<file path="src/rtl/mcbsp_pkg.sv">
// rtl/mcbsp_pkg.sv - shared defaults, FSM state type and frame word slicing for the McBSP unpacker
package mcbsp_pkg;

    localparam int DEFAULT_WORDS_PER_FRAME = 8;
    localparam int DEFAULT_BITS_PER_WORD   = 32;
    localparam int DEFAULT_FRAME_BITS      = DEFAULT_WORDS_PER_FRAME * DEFAULT_BITS_PER_WORD;

    typedef enum logic [2:0] {
        ST_IDLE     = 3'd0,
        ST_SETTLE   = 3'd1,
        ST_SAMPLE_A = 3'd2,
        ST_SAMPLE_B = 3'd3,
        ST_COMMIT   = 3'd4
    } unpack_state_t;

    // Word 0 occupies the most significant bits of the frame.
    function automatic logic [DEFAULT_BITS_PER_WORD-1:0] frame_word(
        input logic [DEFAULT_FRAME_BITS-1:0] frame,
        input int unsigned                   idx
    );
        return frame[(DEFAULT_WORDS_PER_FRAME - idx) * DEFAULT_BITS_PER_WORD - 1 -: DEFAULT_BITS_PER_WORD];
    endfunction

endpackage

</file>
<file path="src/rtl/cdc_sync_bit.sv">
// rtl/cdc_sync_bit.sv - two-flop single-bit synchronizer with configurable reset value
module cdc_sync_bit #(
    parameter logic RESET_VALUE = 1'b0
) (
    input  logic clk,
    input  logic rst,
    input  logic d,
    output logic q
);

    logic meta;

    always_ff @(posedge clk or posedge rst) begin
        if (rst) begin
            meta <= RESET_VALUE;
            q    <= RESET_VALUE;
        end else begin
            meta <= d;
            q    <= meta;
        end
    end

endmodule

</file>
<file path="src/rtl/mcbsp_frame_unpacker.sv">
// rtl/mcbsp_frame_unpacker.sv - captures a settled McBSP frame, commits it and streams its words
module mcbsp_frame_unpacker
    import mcbsp_pkg::*;
#(
    parameter int WORDS_PER_FRAME = DEFAULT_WORDS_PER_FRAME,
    parameter int BITS_PER_WORD   = DEFAULT_BITS_PER_WORD,
    parameter int SETTLE_CYCLES   = 16,
    parameter int MAX_RETRY       = 3,
    parameter int TIMEOUT_CYCLES  = 1048576
) (
    input  logic                                     a_clk,
    input  logic                                     a_reset,
    input  logic                                     mcbsp_data_frm,
    input  logic [WORDS_PER_FRAME*BITS_PER_WORD-1:0] dataset_read,
    output logic [WORDS_PER_FRAME*BITS_PER_WORD-1:0] dataset_out,
    output logic                                     dataset_valid,
    output logic [BITS_PER_WORD-1:0]                 M_AXIS_tdata,
    output logic                                     M_AXIS_tvalid,
    input  logic                                     M_AXIS_tready,
    output logic                                     M_AXIS_tlast,
    output logic [31:0]                              frame_count,
    output logic [15:0]                              error_count,
    output logic                                     overrun,
    output logic                                     link_timeout
);

    localparam int DATA_W = WORDS_PER_FRAME * BITS_PER_WORD;
    localparam int IDX_W  = $clog2(WORDS_PER_FRAME);
    localparam int TO_W   = $clog2(TIMEOUT_CYCLES + 1);
    localparam logic [IDX_W-1:0] LAST_IDX = IDX_W'(WORDS_PER_FRAME - 1);
    localparam logic [TO_W-1:0]  TO_MAX   = TO_W'(TIMEOUT_CYCLES);

    logic              frm_sync;
    logic              frm_sync_d;
    logic              fall_r;
    unpack_state_t     state;
    logic [7:0]        settle_cnt;
    logic [7:0]        retry_cnt;
    logic [DATA_W-1:0] smp_a;
    logic [DATA_W-1:0] stream_buf;
    logic [IDX_W-1:0]  idx;
    logic              busy;
    logic [TO_W-1:0]   to_cnt;
    logic              commit;
    logic              beat;
    logic              stream_free;

    // Idle-safe reset of 1 keeps a low line at reset release from reading as a frame end.
    cdc_sync_bit #(.RESET_VALUE(1'b1)) u_frm_sync (
        .clk (a_clk),
        .rst (a_reset),
        .d   (mcbsp_data_frm),
        .q   (frm_sync)
    );

    always_ff @(posedge a_clk or posedge a_reset) begin
        if (a_reset) begin
            frm_sync_d <= 1'b1;
            fall_r     <= 1'b0;
        end else begin
            frm_sync_d <= frm_sync;
            fall_r     <= frm_sync_d & ~frm_sync;
        end
    end

    // Commit side effects land on the edge entering COMMIT so the frame and its pulse are visible during COMMIT.
    assign commit = (state == ST_SAMPLE_B) && (dataset_read == smp_a);

    always_ff @(posedge a_clk or posedge a_reset) begin
        if (a_reset) begin
            state         <= ST_IDLE;
            settle_cnt    <= '0;
            retry_cnt     <= '0;
            smp_a         <= '0;
            dataset_out   <= '0;
            dataset_valid <= 1'b0;
            frame_count   <= '0;
            error_count   <= '0;
        end else begin
            dataset_valid <= 1'b0;
            case (state)
                ST_IDLE: begin
                    if (fall_r) begin
                        state      <= ST_SETTLE;
                        settle_cnt <= 8'(SETTLE_CYCLES - 1);
                    end
                end
                ST_SETTLE: begin
                    if (settle_cnt == 8'd0) begin
                        state <= ST_SAMPLE_A;
                    end else begin
                        settle_cnt <= settle_cnt - 8'd1;
                    end
                end
                ST_SAMPLE_A: begin
                    smp_a <= dataset_read;
                    state <= ST_SAMPLE_B;
                end
                ST_SAMPLE_B: begin
                    if (commit) begin
                        state         <= ST_COMMIT;
                        dataset_out   <= smp_a;
                        dataset_valid <= 1'b1;
                        frame_count   <= frame_count + 32'd1;
                    end else if (retry_cnt < 8'(MAX_RETRY)) begin
                        retry_cnt <= retry_cnt + 8'd1;
                        state     <= ST_SAMPLE_A;
                    end else begin
                        retry_cnt <= '0;
                        if (error_count != 16'hFFFF) begin
                            error_count <= error_count + 16'd1;
                        end
                        state <= ST_IDLE;
                    end
                end
                ST_COMMIT: begin
                    retry_cnt <= '0;
                    state     <= ST_IDLE;
                end
                default: state <= ST_IDLE;
            endcase
        end
    end

    // A final beat in the commit cycle frees the buffer, so the new frame loads instead of overrunning.
    assign beat        = busy && M_AXIS_tready;
    assign stream_free = !busy || (beat && (idx == LAST_IDX));

    always_ff @(posedge a_clk or posedge a_reset) begin
        if (a_reset) begin
            busy       <= 1'b0;
            idx        <= '0;
            stream_buf <= '0;
            overrun    <= 1'b0;
        end else begin
            if (commit && stream_free) begin
                stream_buf <= smp_a;
                idx        <= '0;
                busy       <= 1'b1;
            end else if (beat) begin
                if (idx == LAST_IDX) begin
                    busy <= 1'b0;
                    idx  <= '0;
                end else begin
                    idx <= idx + 1'b1;
                end
            end
            if (commit && !stream_free) begin
                overrun <= 1'b1;
            end
        end
    end

    assign M_AXIS_tvalid = busy;
    assign M_AXIS_tdata  = frame_word(stream_buf, 32'(idx));
    assign M_AXIS_tlast  = busy && (idx == LAST_IDX);

    always_ff @(posedge a_clk or posedge a_reset) begin
        if (a_reset) begin
            to_cnt <= '0;
        end else if (fall_r) begin
            to_cnt <= '0;
        end else if (to_cnt != TO_MAX) begin
            to_cnt <= to_cnt + 1'b1;
        end
    end

    assign link_timeout = (to_cnt == TO_MAX);

endmodule

</file>
<file path="config.mk">
export PLATFORM = sky130hd
export DESIGN_NAME = mcbsp_frame_unpacker
export DESIGN_NICKNAME = d
export VERILOG_FILES = /design/src/rtl/mcbsp_pkg.sv /design/src/rtl/cdc_sync_bit.sv /design/src/rtl/mcbsp_frame_unpacker.sv
export SDC_FILE = /design/constraint.sdc
export NUM_CORES = 2
export LEC_CHECK = 0
export ABC_CLOCK_PERIOD_IN_PS = 28200
export CAP_MARGIN = 10
export CORE_MARGIN = 2
export CORE_UTILIZATION = 46
export CTS_BUF_LIST = sky130_fd_sc_hd__clkbuf_16
export DETAILED_ROUTE_END_ITERATION = 16
export PLACE_DENSITY = 0.81
export SYNTH_ARGS = -nofsm -noshare
export SYNTH_HDL_FRONTEND = slang
export SYNTH_SLANG_ARGS = --single-unit
</file>
<file path="constraint.sdc">
create_clock -name a_clk -period 28.2 [get_ports a_clk]
set_input_delay 5.64 -clock a_clk [delete_from_list [all_inputs] [get_ports a_clk]]
set_output_delay 5.64 -clock a_clk [all_outputs]
set_load 0.02 [all_outputs]
</file>
==> flow_summary.yaml <==
clock_network:
  cts_tree: "yes"
  clock_sinks: 866
  clk_latency_ns: 0.66
  cts_resized: 0
  clockRootBuffer: "clkbuf_16"
  htreeDepth: 3
  path_clk_slew_ns: 0.06
  numCtsBuffers: 95
  ctsLongestPathBuffers: 3
  postCtsSetupRepairBufs: 0
  cts_hold_buf: 0
drt:
  drc: 0
  ant_nets: 0
  dr.first_iter.drc_count: 1772
  dr.pass1.iters: 7
  wirelength_um: 128000
  vias: 24698
  wl_per_cell_um: 29.3
  vias_per_cell: 5.65
die:
  io_pins: 601
  chipHeight_um: 290
  fp.dieW_um: 290
  initial_core_util_pct: 46.6
  dieArea_um2: 84200
  rows: 104
  core_um2: 80800
global_route:
  gr-total-overflow: 0
  grt_pass1_vias: 25235
  grt_usage_pct: 30.1
  grt_max_degree: 178
  antenna_found_initial: 24
  grt_pass1_wl_um: 183000
setup_path:
  worst_setup_path_end_kind: "register"
  startpoint_type: "input port"
  crit_arrival_ns: 12.14
  critPathKind: "input port to register"
  slowest_stage: "buf_4"
  critPathBufInv: 3
  required_ns: 28.73
  cp_top_family: "simple AND/OR/NAND/NOR gates"
  crit_fanout: 75
  max_stage_delay_ns: 0.94
  critical_path.cell_chain: "clkdlybuf4s50_1 > xor2_1 > nor4_2 > nand4_1 > nor4_1 > nand4_1 > or3_4 > a21oi_4 > buf_4 > buf_4 > mux2_2"
pwr:
  switchingPower_mw: 1.30
  vdd_drop_max_mv: 0.0728
  power_frac_clock_pct: 31.5
  p_int_mw: 2.50
  p_total_mw: 3.80
  power_density_nw_per_um2: 79.6
  swShare_pct: 34.1
  p_leak_nw: 22.1
  seq_power_share_pct: 46.5
  pwr-share-comb_pct: 22.0
timing:
  fin_crit_sh_pct: 41.2
  maxSlewViolCount: 0
  holdWs_ns: 0.359
  min_period_ns: 11.61
  relSlewSlack_pct: 4.15
  grt_setup_unrepaired: "no"
  finalHoldViolations: 0
  setup_tns_ns: 0
  fmax_mhz: 86.1
  setup_viol: 0
  worstMarginPinSlew_ns: 1.44
  fin_skew_ns: 0.0240
  worst_slack_ns: 16.59
finish:
  fillers: 6365
  area_growth_syn_to_layout_pct: 26.8
  finalNetCount: 3493
  final_layout_size_suffix_gt1_share_pct: 28.1
  final_core_util_pct: 59.1
synthesis:
  synth_edf_count: 0
  syn_inst: 2614
  synth-async-reset-ratio_pct: 100
  synth_seq_cells: 866
  yosysWarnings: 0
  ys_seq_area_share_pct: 57.5
  synthFlopType: "dfrtp_1"
  synth_nets: 2884
  ys_types: 49
  syn_avg_cell_area_um2: 14.4
  netlist_area_um2: 37700
placement:
  port-buffer-count: 600
  place_ws_ns: 16.20
  routabilityCongestion: 0.942
  hpwlAfterDp_um: 96400
job:
  cap_violations: 0
run_status:
  status: "finished, final reports clean"
hold_path:
  worstHoldPathType: "register to register"
==> flip-flops by register name (all words and copies together), names as in the netlist <==
name / cells
retry_cnt: 8
settle_cnt: 8
error_count: 16
stream_buf: 256
dataset_valid: 1
u_frm_sync.q: 1
idx: 3
fall_r: 1
M_AXIS_tvalid: 1
to_cnt: 21
frm_sync_d: 1
dataset_out: 256
overrun: 1
smp_a: 256
u_frm_sync.meta: 1
frame_count: 32
state: 3
==> cell type report <==
cell class / instances / area [um^2] / share of cell area [%]
Antenna cell: 11 / 27.5 / 0.0576
Clock inverter: 79 / 597 / 1.25
Inverter: 20 / 78.8 / 0.165
Tap cell: 1060 / 1330 / 2.78
Timing Repair Buffer: 632 / 6300 / 13.2
Sequential cell: 866 / 21700 / 45.4
Clock buffer: 95 / 2380 / 4.98
Multi-Input combinational cell: 1608 / 15400 / 32.2
==> worst reg2reg max path, delay by kind of cell, from the launching register on <==
family	cells	cell delay, ns
muxes	1	0.47
and+or+nand+nor	5	2.76
buffers and inverters	2	1.83
DFF	1	0.44
xor gates and xnor gates	1	0.26
AOI/OAI and AO/OA	1	0.78
==> cells by family (layout without fill, tap and decap cells) <==
family          count (synthesis)  in the layout  share of synthesized area (%)
mux                           846            846                           26.9
buf+inv                       140            826                           1.76
flops                         866            866                           57.5
simple gates                  364            364                           4.88
xor+xnor                      323            323                           7.51
compound gates                 65             65                           1.11
other cells                     0             11                              0
fa+ha+maj                      10             10                          0.332
==> layout by cell type, fill, tap and decap left out, types with 20 or more instances in the layout <==
cell type and count:
clkdlybuf4s50_1 600, mux2i_1 20, clkbuf_16 95, clkinv_2 21, and3_1 22, mux4_2 56, buf_4 28, nor2_1 76
nor4_1 84, mux2_1 82, inv_1 35, xor2_1 310, nand2_1 77, nand4_1 27, a21oi_1 24, mux2_2 688
nand3_1 27, nor3_1 25, clkinv_1 21, dfrtp_1 862
==> per-layer routing <==
| metal | GRT usage (%) | wire length (um) | part of all wire, % |
|---|---|---|---|
| met1 | 38.6 | 51600 | 40 |
| met2 | 48.6 | 60800 | 48 |
| met5 | 0 | 154 | 0.12 |
| met4 | 11.7 | 5370 | 4.2 |
| met3 | 8.60 | 10100 | 7.9 |
==> cell usage after synthesis, types with 5 or more instances <==
library cell  number  area [um^2]
xnor2_1           13          114
nand3_1           27          135
dfrtp_1          863        21600
or3_1              7         43.8
ha_1              10          125
a31oi_1            6         37.5
nor4_1            86          538
o21ai_0           11         55.1
mux2_2           688         7750
nor3_1            25          125
a221oi_1           6         52.6
xor2_1           310         2720
nand2_1           77          289
inv_1             19         71.3
buf_2             27          135
mux4_2            56         1260
buf_4             26          195
nor2_1            76          285
mux2_1            82          923
nand4_1           27          169
mux2i_1           20          200
and3_1            22          138
and2_1             5         31.3
clkbuf_1          56          210
buf_1             10         37.5
a21oi_1           25          125
==> metrics by stage <==
| step | instances | area, um^2 |
|---|---|---|
| 2_1_floorplan | 2614 | 37700 |
| 3_3_place_gp | 4186 | 44800 |
| 3_5_place_dp | 4186 | 44800 |
| 4_1_cts | 4360 | 47700 |
| 5_1_grt | 4369 | 47800 |
| 6_report | 4371 | 47800 |
==> power groups by stage <==
stage / sequential [mW] / combinational (mW) / clock (mW)
after floorplan: 1.64 / 0.530 / 0
after global routing: 1.79 / 0.878 / 1.27
after global placement: 1.77 / 0.818 / 0
after CTS: 1.76 / 0.838 / 1.21
final: 1.77 / 0.836 / 1.20
after detailed placement: 1.78 / 0.832 / 0
==> worst paths after layout <==
check	slack, ns	startpoint	to	depth (start not counted)
min in group asynchronous	5.55	a_reset	dataset_out[108]$_DFFE_PP0P_	2
max in group asynchronous	19.47	a_reset	dataset_out[215]$_DFFE_PP0P_	5
setup / recovery	16.59	dataset_read[244]	stream_buf[137]$_DFFE_PP0P_	11
setup reg to reg	21.55	smp_a[244]$_DFFE_PP0P_	stream_buf[137]$_DFFE_PP0P_	10
hold / removal	0.36	u_frm_sync.meta$_DFF_PP1_	u_frm_sync.q$_DFF_PP1_	0
hold reg to reg	0.36	u_frm_sync.meta$_DFF_PP1_	u_frm_sync.q$_DFF_PP1_	0
Note: power is estimated with default switching activity, not from simulation.
